--- src/rtl/vga_pkg.sv ---
// Shared types and screen constants for the VGA rectangle drawing engine.
package vga_pkg;

    localparam int SCREEN_W = 160;
    localparam int SCREEN_H = 120;
    localparam int XW       = 8;
    localparam int YW       = 7;
    localparam int CW       = 3;

    typedef logic [XW-1:0] coord_x_t;
    typedef logic [YW-1:0] coord_y_t;
    typedef logic [CW-1:0] color_t;

    typedef enum logic [1:0] {
        IDLE = 2'd0,
        FILL = 2'd1,
        DONE = 2'd2
    } rect_state_t;

    localparam coord_x_t X_ONE = coord_x_t'(1);
    localparam coord_y_t Y_ONE = coord_y_t'(1);

endpackage

--- src/rtl/vga_rect_clip.sv ---
// Combinational clamp of a rectangle command to the visible screen area.
module vga_rect_clip
    import vga_pkg::*;
(
    input  coord_x_t x0,
    input  coord_y_t y0,
    input  coord_x_t w,
    input  coord_y_t h,
    output coord_x_t x_end,
    output coord_y_t y_end,
    output logic     empty
);

    logic [XW:0] x_sum_s;
    logic [YW:0] y_sum_s;

    // One extra bit on each sum so large widths clamp instead of wrapping
    always_comb begin
        x_sum_s = {1'b0, x0} + {1'b0, w};
        y_sum_s = {1'b0, y0} + {1'b0, h};
        if (x_sum_s > (XW+1)'(SCREEN_W)) begin
            x_end = coord_x_t'(SCREEN_W);
        end else begin
            x_end = x_sum_s[XW-1:0];
        end
        if (y_sum_s > (YW+1)'(SCREEN_H)) begin
            y_end = coord_y_t'(SCREEN_H);
        end else begin
            y_end = y_sum_s[YW-1:0];
        end
        empty = (w == coord_x_t'(0)) || (h == coord_y_t'(0)) ||
                (x0 >= coord_x_t'(SCREEN_W)) || (y0 >= coord_y_t'(SCREEN_H));
    end

endmodule

--- src/rtl/vga_rect_filler.sv ---
// Rectangle fill engine: one clipped plot per clock in raster order, then a done pulse.
// Define VGA_RECT_OUTLINE_EN to add the cmd_outline port (outline-only drawing).
module vga_rect_filler
    import vga_pkg::*;
(
    input  logic          clk,
    input  logic          reset,
    input  logic          cmd_valid,
    output logic          cmd_ready,
    input  logic [XW-1:0] cmd_x0,
    input  logic [YW-1:0] cmd_y0,
    input  logic [XW-1:0] cmd_w,
    input  logic [YW-1:0] cmd_h,
    input  logic [CW-1:0] cmd_color,
`ifdef VGA_RECT_OUTLINE_EN
    input  logic          cmd_outline,
`endif
    output logic [XW-1:0] x,
    output logic [YW-1:0] y,
    output logic [CW-1:0] color,
    output logic          plot,
    output logic          busy,
    output logic          done
);

    rect_state_t state_r, state_s;
    coord_x_t    x_r, x_s, x0_r, x0_s, x_end_r, x_end_s;
    coord_y_t    y_r, y_s, y0_r, y0_s, y_end_r, y_end_s;
    color_t      color_r, color_s;
    logic        outline_r, outline_s, outline_in_s;
    logic        plot_r, busy_r, done_r, ready_r;
    logic        accept_s, last_col_s, last_row_s, skip_s;
    coord_x_t    clip_x_end_s;
    coord_y_t    clip_y_end_s;
    logic        clip_empty_s;

`ifdef VGA_RECT_OUTLINE_EN
    assign outline_in_s = cmd_outline;
`else
    assign outline_in_s = 1'b0;
`endif

    vga_rect_clip u_clip (
        .x0    (cmd_x0),
        .y0    (cmd_y0),
        .w     (cmd_w),
        .h     (cmd_h),
        .x_end (clip_x_end_s),
        .y_end (clip_y_end_s),
        .empty (clip_empty_s)
    );

    assign accept_s = cmd_valid && ready_r;

    // Next-state and raster-walk logic; x_r/y_r always hold the pixel being plotted
    always_comb begin
        state_s   = state_r;
        x_s       = x_r;
        y_s       = y_r;
        x0_s      = x0_r;
        y0_s      = y0_r;
        x_end_s   = x_end_r;
        y_end_s   = y_end_r;
        color_s   = color_r;
        outline_s = outline_r;
        last_col_s = (x_r == (x_end_r - X_ONE));
        last_row_s = (y_r == (y_end_r - Y_ONE));
        // Interior rows of an outline jump from the left edge straight to the right edge
        skip_s     = outline_r && (x_r == x0_r) && (y_r != y0_r) && !last_row_s;
        case (state_r)
            IDLE: begin
                if (accept_s) begin
                    if (clip_empty_s) begin
                        state_s = DONE;
                    end else begin
                        state_s   = FILL;
                        x_s       = cmd_x0;
                        y_s       = cmd_y0;
                        x0_s      = cmd_x0;
                        y0_s      = cmd_y0;
                        x_end_s   = clip_x_end_s;
                        y_end_s   = clip_y_end_s;
                        color_s   = cmd_color;
                        outline_s = outline_in_s;
                    end
                end else begin
                    state_s = IDLE;
                end
            end
            FILL: begin
                if (last_col_s && last_row_s) begin
                    state_s = DONE;
                end else if (last_col_s) begin
                    x_s = x0_r;
                    y_s = y_r + Y_ONE;
                end else if (skip_s) begin
                    x_s = x_end_r - X_ONE;
                end else begin
                    x_s = x_r + X_ONE;
                end
            end
            DONE: begin
                state_s = IDLE;
            end
            default: begin
                state_s = IDLE;
            end
        endcase
    end

    // State, captured command and registered outputs derived from the next state
    always_ff @(posedge clk or posedge reset) begin
        if (reset) begin
            state_r   <= IDLE;
            x_r       <= coord_x_t'(0);
            y_r       <= coord_y_t'(0);
            x0_r      <= coord_x_t'(0);
            y0_r      <= coord_y_t'(0);
            x_end_r   <= coord_x_t'(0);
            y_end_r   <= coord_y_t'(0);
            color_r   <= color_t'(0);
            outline_r <= 1'b0;
            plot_r    <= 1'b0;
            busy_r    <= 1'b0;
            done_r    <= 1'b0;
            ready_r   <= 1'b0;
        end else begin
            state_r   <= state_s;
            x_r       <= x_s;
            y_r       <= y_s;
            x0_r      <= x0_s;
            y0_r      <= y0_s;
            x_end_r   <= x_end_s;
            y_end_r   <= y_end_s;
            color_r   <= color_s;
            outline_r <= outline_s;
            plot_r    <= (state_s == FILL);
            busy_r    <= (state_s != IDLE);
            done_r    <= (state_s == DONE);
            ready_r   <= (state_s == IDLE);
        end
    end

    assign cmd_ready = ready_r;
    assign x         = x_r;
    assign y         = y_r;
    assign color     = color_r;
    assign plot      = plot_r;
    assign busy      = busy_r;
    assign done      = done_r;

endmodule

--- config.mk ---
export PLATFORM = sky130hd
export DESIGN_NAME = vga_rect_filler
export DESIGN_NICKNAME = d
export VERILOG_FILES = /design/src/rtl/vga_pkg.sv /design/src/rtl/vga_rect_clip.sv /design/src/rtl/vga_rect_filler.sv
export SDC_FILE = /design/constraint.sdc
export NUM_CORES = 1
export LEC_CHECK = 0
export CAP_MARGIN = 5
export CORE_ASPECT_RATIO = 1.1
export CORE_MARGIN = 3
export CORE_UTILIZATION = 50
export CTS_BUF_LIST = sky130_fd_sc_hd__clkbuf_4
export DETAILED_ROUTE_END_ITERATION = 8
export HOLD_SLACK_MARGIN = 0.02
export PLACE_DENSITY = 0.72
export SLEW_MARGIN = 30
export SYNTH_ARGS = -nofsm -noshare
export SYNTH_HDL_FRONTEND = slang
export SYNTH_HIERARCHICAL = 1
export SYNTH_SLANG_ARGS = --single-unit
--- constraint.sdc ---
create_clock -name clk -period 3.3 [get_ports clk]
set_input_delay 0.825 -clock clk [delete_from_list [all_inputs] [get_ports clk]]
set_output_delay 0.825 -clock clk [all_outputs]
set_load 0.005 [all_outputs]
==> out/qor.yml <==
power:
  irDropWorstVdd_uv: 281
  netSwitchingFraction_pct: 43.8
  power_report.internal_total_mw: 1.93
  power-per-cell-area_nw_per_um2: 717
  p_leak_nw: 2.04
  clock_share_of_power_pct: 10.1
  seq_power_share_pct: 33.0
  switching_power_mw: 1.50
  share_comb_of_total_power_pct: 56.9
clock_tree:
  largest_buffer_count_on_any_clock_path: 2
  clock_tree_from_tritoncts: "built"
  cts_buffers: 5
  cts_root_buf: "clkbuf_4"
  clkTransAtPathRegs_ns: 0.15
  postCtsHoldBufs: 0
  clkLatencyLatePin_ns: 0.37
  post_cts.resized_instances: 0
  cts_setup_buffers: 0
  cts_sinks: 47
  cts.htree.levels: 2
setup_path:
  timing.critical_path.from: "x_end_r[0]"
  setup.worst_path.start_class: "flip-flop"
  critical_path.reg2reg.startpoint: "x_end_r[0]"
  cp_data_required_time_ns: 3.58
  reg2regPathDepth: 8
  worst_ep_arrival_time_ns: 3.40
  worst-setup-path-type: "reg2reg"
  end_of_the_worst_register_to_register_path: "y[1]"
  reg2reg_slack_ns: 0.18
  crit_path_end_kind: "flip-flop"
  largest_fanout_of_any_net_on_the_critical_path: 6
grt:
  grt_pass1_vias: 3491
  number_of_antenna_violations_at_the_first_check_in_global_routing: 0
  total_routing_usage_gr_pct: 23.1
  grt_max_degree: 31
  gr-total-overflow: 0
  grt_first_pass_wirelength_mm: 17.1
run_status:
  outcome: "finished, final reports clean"
placement:
  place_area_sq_um: 4710
  numPortBuffers: 57
  dpl.cell_count: 639
  detailedPlacementHpwl_mm: 7.99
  place.gp.congestion: 0.888
timing:
  maxClockFrequency_ghz: 0.321
  grt_setup_unrepaired: "false"
  slew_viol_final: 0
  finalWorstPathRequiredPeriod_ns: 3.12
  setup-violations-final: 0
  finalCritPeriodShare_pct: 94.4
  timing.setup.tns_ns: 0
  hold_viol: 0
  timing.max_slew.rel_slack_pct: 49.7
  worst_pin_slew_ns: 0.750
  fin_worst_skew_ns: 0.0147
  hold_ws_ns: 0.497
hold_path:
  hold_critical_path_depth: 2
  hp-class: "reg2reg"
  hold_path.startpoint: "color[0]"
  min_to: "color[0]"
synth:
  mappedNetlistNets: 530
  number_of_flops_mapped_to_enable_cells_by_yosys: 0
  top_area_cell_type_share_of_the_netlist_area_pct: 30.2
  synth.yosys.warnings: 6
  yosys_register_bits: 47
  synth_area_per_cell_sq_um: 8.25
  async_reset_ff_share_pct: 100
  syn-instance-count: 473
  synth_flop_cell: "dfrtp_1"
  synthDominantAreaCellType: "dfrtp_1"
  synth_sequential_area_ratio_pct: 30.2
  ys_top_cells_by_area: "dfrtp_1 (30%), nand2_1 (10%), ha_1 (6.1%)"
  syn-cell-area_sq_um: 3900
  ys_types: 70
floorplan:
  die-width_um: 90.2
  floorplan.die_area_sq_um: 8900
  die_height_um: 98.6
  coreArea_sq_um: 7510
  io-pin-count: 58
  initial_utilization_pct: 51.9
  rows: 33
run:
  max_cap_viol_count: 0
cells_and_area:
  area_growth_syn_to_layout_pct: 22.6
  post_layout_nonfiller_instances: 646
  final.fill_count: 682
  final_nets: 598
  antenna_diode_count: 0
  share_of_layout_cells_above_drive_strength_1_pct: 12.0
  finalInstanceArea_sq_um: 4780
routing:
  post-route-drc-count: 0
  drtIter0Drc: 209
  drt_pass1_iterations: 4
  route.final.wire_length_mm: 10.0
  via_count: 3731
  routed_via_count_divided_by_cell_count: 5.78
  detail_route.wl_per_cell_um: 15.5
  detail-route-antenna-nets: 0
==> synth_stat cells, types with 3 or more instances <==
master,number
a211o_1,3
nand4_1,7
ha_1,19
xnor2_1,12
clkbuf_1,17
dfrtp_1,47
and3_1,7
a31oi_1,5
or2_2,4
a311oi_1,3
a21oi_1,15
a21o_1,4
or3_1,4
xor2_1,15
a41oi_1,6
inv_1,20
a211oi_1,9
nand2_1,104
o22ai_1,3
o211ai_1,7
nor2b_1,4
and2_1,6
nor3_1,11
o21a_1,4
o21ai_0,11
nand2b_1,5
mux2i_1,3
nor4_1,6
nand3_1,15
nor2_1,22
a2111oi_0,7
mux2_2,9
o31ai_1,7
nand3b_1,3
==> cells by family after synthesis <==
kind of cell,count (synthesis),share of synthesized area [%]
AOI/OAI and AO/OA,105,20.9
xor gates and xnor gates,27,6.06
adders and majority gates,21,7.12
buffers and inverters,40,4.04
DFF,47,30.2
muxes,12,3.37
and+or+nand+nor,221,28.3
==> power groups by stage <==
stage / logic, mW / registers [mW] / clock network, mW
final: 1.95 / 1.13 / 0.347
after global placement: 1.88 / 1.12 / 0
after CTS: 1.95 / 1.12 / 0.355
after detailed placement: 1.94 / 1.13 / 0
after global routing: 2.18 / 1.17 / 0.375
after floorplan: 1.41 / 1.02 / 0
==> area by class of cell <==
class | instances | area (sq um) | share of cell area [%]
clock inverter | 2 | 37.5 | 0.785
clock buffer | 5 | 37.5 | 0.785
timing repair buffer | 81 | 751 | 15.7
tap | 105 | 131 | 2.75
sequential | 47 | 1180 | 24.6
multi-input combinational | 386 | 2570 | 53.8
inverter | 20 | 75.1 | 1.57
==> per-stage QoR <==
| stage | util [%] | total power, mW | worst slack (ns) |
|---|---|---|---|
| floorplan | - | 2.43 | 0.438 |
| global placement | 62.6 | 3.00 | 0.107 |
| detailed placement | 62.6 | 3.07 | 0.0751 |
| CTS | 63.6 | 3.42 | 0.182 |
| global route | 63.6 | 3.73 | 0.0350 |
| finish | 63.6 | 3.43 | 0.184 |
==> critical path, cell delays in order, from the launching register on <==
cell	delay, ns
dfrtp_1	0.45
inv_1	0.10
ha_1	0.21
or3b_1	0.42
or3_4	0.42
a2111oi_4	0.41
and4_4	0.32
mux2_2	0.40
mux2_2	0.29
==> worst max-delay path by stage <==
stage	slack, ns	depth (start not counted)	to
detailed placement	0.08	11	x_end_r[5]
global placement	0.11	11	x_end_r[5]
finish	0.18	8	y[1]
global route	0.03	8	y[1]
CTS	0.18	8	y[1]
floorplan	0.44	8	y[1]
==> flip-flops by register name, indices dropped and copies added (netlist names), 2 cells and up <==
register and flops:
state_r 2, y_end_r 7, x 8, x_end_r 8, x0_r 8, color 3
y 7
==> layout by cell type, fill, tap and decap left out, drive strengths merged, types with 15 or more instances in the layout <==
cell type	instances
a21oi	17
buf	24
clkdlybuf4s50	57
dfrtp	47
ha	19
inv	20
nand2	104
nand3	15
nor2	22
xor2	15
==> metal layers <==
metal  global-route usage (%)  wire, um
met2                     36.0      4550
met5                        0         0
met1                     34.4      4950
met3                     2.37       419
met4                     6.36       115
No activity file was read; power rests on OpenSTA's default activity.
